[src/rtl/bcd_serial_subtractor_if.sv]
// Handshake and operand/result bundle for the digit-serial BCD subtractor.
// The requester drives start/A/B/Bin and observes busy/done/D/Bout/err.
interface bcd_serial_subtractor_if #(
  parameter int NDIGITS = 2
);
  logic                   start;
  logic [4*NDIGITS-1:0]   A;
  logic [4*NDIGITS-1:0]   B;
  logic                   Bin;
  logic                   busy;
  logic                   done;
  logic [4*NDIGITS-1:0]   D;
  logic                   Bout;
  logic                   err;

  modport master (
    output start, A, B, Bin,
    input  busy, done, D, Bout, err
  );

  modport slave (
    input  start, A, B, Bin,
    output busy, done, D, Bout, err
  );
endinterface

[src/rtl/bcd_serial_subtractor.sv]
// Digit-serial BCD subtractor: D = A - B - Bin over NDIGITS packed BCD digits,
// one digit per clock, least-significant digit first. Negative results come
// out as the ten's complement with Bout=1. Result is held until the next
// accepted start.
// Optional feature: define BCD_DIGIT_CHECK_EN to flag operand digits >9 on
// err (sticky until the next accepted start or rst); otherwise err is tied 0.
module bcd_serial_subtractor #(
  parameter int NDIGITS = 2
) (
  input  logic                   clk,
  input  logic                   rst,
  bcd_serial_subtractor_if.slave io_bus
);

  localparam int W     = 4 * NDIGITS;
  localparam int CNT_W = (NDIGITS > 1) ? $clog2(NDIGITS) : 1;

  typedef enum logic [1:0] {
    S_IDLE = 2'd0,
    S_RUN  = 2'd1,
    S_DONE = 2'd2
  } state_t;

  state_t             r_state;
  state_t             w_state_nxt;
  logic               w_accept;
  logic               w_last;
  logic [CNT_W-1:0]   r_cnt;
  logic [W-1:0]       r_a;
  logic [W-1:0]       r_b;
  logic [W-1:0]       r_d;
  logic               r_borrow;
  logic               r_bout;
  logic [4:0]         w_sub;
  logic [3:0]         w_dig;
  logic               w_borrow_nxt;

  // One BCD digit of subtraction: {borrow_out, digit}. A negative partial
  // difference is corrected by +10 and produces a borrow.
  function automatic logic [4:0] bcd_digit_sub(input logic [3:0] a,
                                               input logic [3:0] b,
                                               input logic       bi);
    logic signed [4:0] t;
    logic signed [4:0] tc;
    t  = $signed({1'b0, a}) - $signed({1'b0, b}) - $signed({4'b0000, bi});
    tc = t + 5'sd10;
    if (t < 0) return {1'b1, tc[3:0]};
    else       return {1'b0, t[3:0]};
  endfunction

  // Operands shift right so the digit being processed is always in [3:0].
  assign w_sub        = bcd_digit_sub(r_a[3:0], r_b[3:0], r_borrow);
  assign w_dig        = w_sub[3:0];
  assign w_borrow_nxt = w_sub[4];
  assign w_last       = (r_cnt == CNT_W'(NDIGITS - 1));

  // State register.
  always_ff @(posedge clk) begin
    if (rst) r_state <= S_IDLE;
    else     r_state <= w_state_nxt;
  end

  // Next-state logic; start is only honoured in IDLE, never queued.
  always_comb begin
    w_state_nxt = r_state;
    w_accept    = 1'b0;
    case (r_state)
      S_IDLE: begin
        if (io_bus.start) begin
          w_accept    = 1'b1;
          w_state_nxt = S_RUN;
        end
      end
      S_RUN:   if (w_last) w_state_nxt = S_DONE;
      S_DONE:  w_state_nxt = S_IDLE;
      default: w_state_nxt = S_IDLE;
    endcase
  end

  // Operand latch, digit loop, and result/borrow registers.
  always_ff @(posedge clk) begin
    if (rst) begin
      r_cnt    <= '0;
      r_a      <= '0;
      r_b      <= '0;
      r_d      <= '0;
      r_borrow <= 1'b0;
      r_bout   <= 1'b0;
    end else if (w_accept) begin
      r_cnt    <= '0;
      r_a      <= io_bus.A;
      r_b      <= io_bus.B;
      r_borrow <= io_bus.Bin;
    end else if (r_state == S_RUN) begin
      r_a                       <= r_a >> 4;
      r_b                       <= r_b >> 4;
      r_borrow                  <= w_borrow_nxt;
      r_d[4*int'(r_cnt) +: 4]   <= w_dig;
      r_cnt                     <= r_cnt + CNT_W'(1);
      if (w_last) r_bout <= w_borrow_nxt;
    end
  end

`ifdef BCD_DIGIT_CHECK_EN
  logic r_err;
  logic w_bad_digit;

  assign w_bad_digit = (r_a[3:0] > 4'd9) || (r_b[3:0] > 4'd9);

  // Sticky invalid-digit flag, cleared when a new operation is accepted.
  always_ff @(posedge clk) begin
    if (rst)                                  r_err <= 1'b0;
    else if (w_accept)                        r_err <= 1'b0;
    else if (r_state == S_RUN && w_bad_digit) r_err <= 1'b1;
  end

  assign io_bus.err = r_err;
`else
  assign io_bus.err = 1'b0;
`endif

  assign io_bus.busy = (r_state == S_RUN);
  assign io_bus.done = (r_state == S_DONE);
  assign io_bus.D    = r_d;
  assign io_bus.Bout = r_bout;

endmodule

[src/flat_wrapper.sv]
// flat-port wrapper written by rule: the top's interface ports become plain ports
module bcd_serial_subtractor_flat 
#(
  parameter int NDIGITS = 2
)
  (clk, rst, io_bus_start, io_bus_A, io_bus_B, io_bus_Bin, io_bus_busy, io_bus_done, io_bus_D, io_bus_Bout, io_bus_err);
  bcd_serial_subtractor_if #(.NDIGITS(NDIGITS)) io_bus_i ();
  input  logic clk;
  input  logic rst;
  input wire logic [$bits(io_bus_i.start)-1:0] io_bus_start;
  input wire logic [$bits(io_bus_i.A)-1:0] io_bus_A;
  input wire logic [$bits(io_bus_i.B)-1:0] io_bus_B;
  input wire logic [$bits(io_bus_i.Bin)-1:0] io_bus_Bin;
  output wire logic [$bits(io_bus_i.busy)-1:0] io_bus_busy;
  output wire logic [$bits(io_bus_i.done)-1:0] io_bus_done;
  output wire logic [$bits(io_bus_i.D)-1:0] io_bus_D;
  output wire logic [$bits(io_bus_i.Bout)-1:0] io_bus_Bout;
  output wire logic [$bits(io_bus_i.err)-1:0] io_bus_err;
  assign io_bus_i.start = io_bus_start;
  assign io_bus_i.A = io_bus_A;
  assign io_bus_i.B = io_bus_B;
  assign io_bus_i.Bin = io_bus_Bin;
  assign io_bus_busy = io_bus_i.busy;
  assign io_bus_done = io_bus_i.done;
  assign io_bus_D = io_bus_i.D;
  assign io_bus_Bout = io_bus_i.Bout;
  assign io_bus_err = io_bus_i.err;
  bcd_serial_subtractor #(.NDIGITS(NDIGITS)) u_core (.clk(clk), .rst(rst), .io_bus(io_bus_i));
endmodule
[config.mk]
export PLATFORM = sky130hd
export DESIGN_NAME = bcd_serial_subtractor_flat
export DESIGN_NICKNAME = d
export VERILOG_FILES = /design/src/rtl/bcd_serial_subtractor_if.sv /design/src/rtl/bcd_serial_subtractor.sv /design/src/flat_wrapper.sv
export SDC_FILE = /design/constraint.sdc
export NUM_CORES = 1
export LEC_CHECK = 0
export ABC_AREA = 0
export CAP_MARGIN = 10
export CORE_MARGIN = 5
export CORE_UTILIZATION = 39
export DETAILED_ROUTE_END_ITERATION = 10
export PLACE_DENSITY = 0.65
export RECOVER_POWER = 50
export SETUP_SLACK_MARGIN = 0.2
export SKIP_LAST_GASP = 1
export SLEW_MARGIN = 20
export SYNTH_ARGS = -nofsm -noshare
export SYNTH_HDL_FRONTEND = slang
export SYNTH_SLANG_ARGS = --single-unit
[constraint.sdc]
create_clock -name clk -period 7.8 [get_ports clk]
set_input_delay 1.56 -clock clk [delete_from_list [all_inputs] [get_ports clk]]
set_output_delay 1.56 -clock clk [all_outputs]
set_load 0.02 [all_outputs]
==> results.yml <==
status:
  status: "finished clean"
min_path:
  hp-start: "u_core.r_b[1]"
  whs_path_depth: 2
  holdPathEnd: "u_core.r_b[1]"
  hold_path_class: "reg -> reg"
clocking:
  cts_max_level: 2
  cts_made_buffers: 5
  postCtsSetupBuffers: 0
  cts_buffer_depth: 2
  clkTransAtPathRegs_ps: 90
  cts_tree: "built"
  clock_tree.root_cell: "clkbuf_4"
  cts_sinks: 29
  holdBufCountCts: 0
  post_cts_resize_count: 0
  clock_latency_ps: 320
route:
  vias: 1188
  wl_um: 2970
  ant_nets: 0
  dr.first_iter.drc_count: 41
  dr.pass1.iters: 4
  drc: 0
  avgRoutedWirePerCell_um: 12.6
  via_per_inst: 5.06
timing:
  rsz0062_at_grt: "false"
  fmax_mhz: 278
  worst_slew_pin_slew_ps: 1040
  slew_headroom_pct: 30.6
  finalCriticalPeriod_ps: 3590
  skew_ps: 8.08
  fin_crit_sh_pct: 46.1
  finalMaxSlewViolations: 0
  hold_ws_ps: 468
  hold_viol_final: 0
  fin_tns_setup_ps: 0
  setup_viol_count_final: 0
logic_synthesis:
  syn_avg_cell_area_um2: 8.59
  synth_seq_cells: 29
  syn_area_mm2: 0.00138
  ys_warn_count: 0
  ys_types: 28
  synth_common_cells: "dfxtp_1 (29), nand2_1 (20), a21oi_1 (18), nor2_1 (13)"
  synth_top_cells_by_area: "dfxtp_1 (42%), a21oi_1 (6.6%), ha_1 (6.4%)"
  ys.flop_type: "dfxtp_1"
  post-synth-top-count-cell: "dfxtp_1"
  async_flop_share_pct: 0
  syn_inst: 160
  syn_nets: 188
  yosys.area.top_type_share_pct: 42.2
  synth_top_area_cell: "dfxtp_1"
  yosysSeqAreaShare_pct: 42.2
  synth_edf_count: 0
setup_path:
  crit_path_max_fanout: 14
  path_class: "reg -> out"
  crit_path_end_kind: "output pin"
  cp.arrival_ps: 2030
  setup.worst_path.start_class: "flop"
  crit_required_ps: 6240
  rr_worst_depth: 10
  r2r_start: "u_core.r_borrow"
  r2r_end: "u_core.io_bus.D[3]"
  reg2reg_slack_ps: 5030
floorplanning:
  start_util_pct: 40.9
  die_area_mm2: 0.00481
  fp.coreArea_mm2: 0.00336
  die_w_um: 69.4
  die-height_um: 69.4
  ios: 32
  num_rows: 21
power:
  ir_drop_mv: 0.155
  p_int_uw: 283
  p_sw_uw: 114
  pwr-share-clk_pct: 31.7
  seq_power_share_pct: 41.5
  pwr_density_cell_mw_per_mm2: 223
  swShare_pct: 28.7
  combPwrFrac_pct: 26.8
  p_leak_nw: 0.676
place:
  post-dp-hpwl_um: 2280
  place_congestion: 0.764
  io_buffers: 30
  dp.cells: 227
finish:
  drive_above_1_share_pct: 5.29
  fillers: 345
  nets: 216
  stdcell_count: 235
  final_util_pct: 52.9
  syn_to_final_growth_pct: 29.5
  antenna_cells: 0
global_routing:
  overflow: 0
  grt_max_degree: 32
  grt_usage_pct: 13.0
  antenna_found_initial: 0
  grt_pass1_vias: 1160
  grt_pass1_wl_um: 5150
job:
  maxCapViolations: 0
[power groups by stage]
stage / Sequential, mW / Combinational, mW / Clock (mW)
after floorplan: 0.171 / 0.0711 / 0
after global placement: 0.168 / 0.105 / 0
after detailed placement: 0.168 / 0.108 / 0
after CTS: 0.165 / 0.108 / 0.129
after global routing: 0.166 / 0.119 / 0.136
final: 0.165 / 0.106 / 0.126
[layout by cell type, fill, tap and decap left out, drive strengths merged, types with 2 or more instances in the layout]
master          n
a211oi          8
a21oi          18
a22oi           9
and2            4
clkbuf          7
clkdlybuf4s50  27
dfxtp          29
dlygate4sd3     3
ha              7
inv             9
mux2i           2
nand2          20
nand2b          3
nand3           8
nand3b          3
nor2           13
nor2b           2
o21ai           2
o31ai           3
xor2            4
[worst max-delay path, cell delays in order (launching register included)]
cell             delay (ps)
dfxtp_1                 330
nand2b_1                310
inv_1                   390
clkdlybuf4s50_1         690
[worst max path at each step]
stage / slack [ps] / endpoint / depth (start not counted) / from
4_1_cts: 4180 / io_bus_busy / 3 / u_core.r_state[1]
3_5_place_dp: 4490 / u_core.r_borrow / 5 / io_bus_start
5_1_grt: 4050 / io_bus_busy / 3 / u_core.r_state[1]
2_1_floorplan: 5300 / io_bus_busy / 3 / u_core.r_state[1]
3_3_place_gp: 4600 / u_core.r_borrow / 5 / io_bus_start
6_report: 4210 / io_bus_busy / 3 / u_core.r_state[1]
[area by class of cell]
| type | count | area (um^2) | share of cell area (%) |
|---|---|---|---|
| inverter | 9 | 33.8 | 1.90 |
| clock inverter | 1 | 30.0 | 1.69 |
| multi-input combinational | 113 | 723 | 40.6 |
| sequential | 29 | 581 | 32.6 |
| tap | 46 | 57.6 | 3.23 |
| clock buffer | 7 | 55.1 | 3.09 |
| timing repair buffer | 30 | 300 | 16.9 |
[cell families (layout without fill, tap and decap cells)]
family / count (synthesis) / in the layout / synth area share (%)
compound gates: 43 / 43 / 21.5
other cells: 1 / 1 / 0.273
mux: 2 / 2 / 1.46
buf+inv: 18 / 47 / 5.19
flops: 29 / 29 / 42.2
xor+xnor: 5 / 5 / 3.18
fa+ha+maj: 8 / 8 / 7.83
simple gates: 54 / 54 / 18.4
[state kept, by name, summed over array words and instances, names as in the netlist]
name / cells
u_core.r_borrow: 1
u_core.io_bus.Bout: 1
u_core.r_cnt: 1
u_core.r_state: 2
u_core.r_b: 8
u_core.r_a: 8
u_core.io_bus.D: 8
[through the flow]
step	power (mW)	setup slack (ps)	area [um^2]
after floorplan	0.242	5300	1380
after global placement	0.273	4600	1700
after detailed placement	0.276	4490	1700
after CTS	0.403	4180	1780
after global routing	0.421	4050	1780
final	0.397	4210	1780
[per-layer routing]
metal	GRT usage (%)	vias to the layer above	wire length, um	part of all wire (%)
met5	0	-	0	0
met4	4.56	0	31	1.0
met3	4.78	4	149	5.0
met2	20.6	37	1430	48
met1	16.0	536	1350	46
li1	-	611	-	-
(Power assumes the default switching activity.)
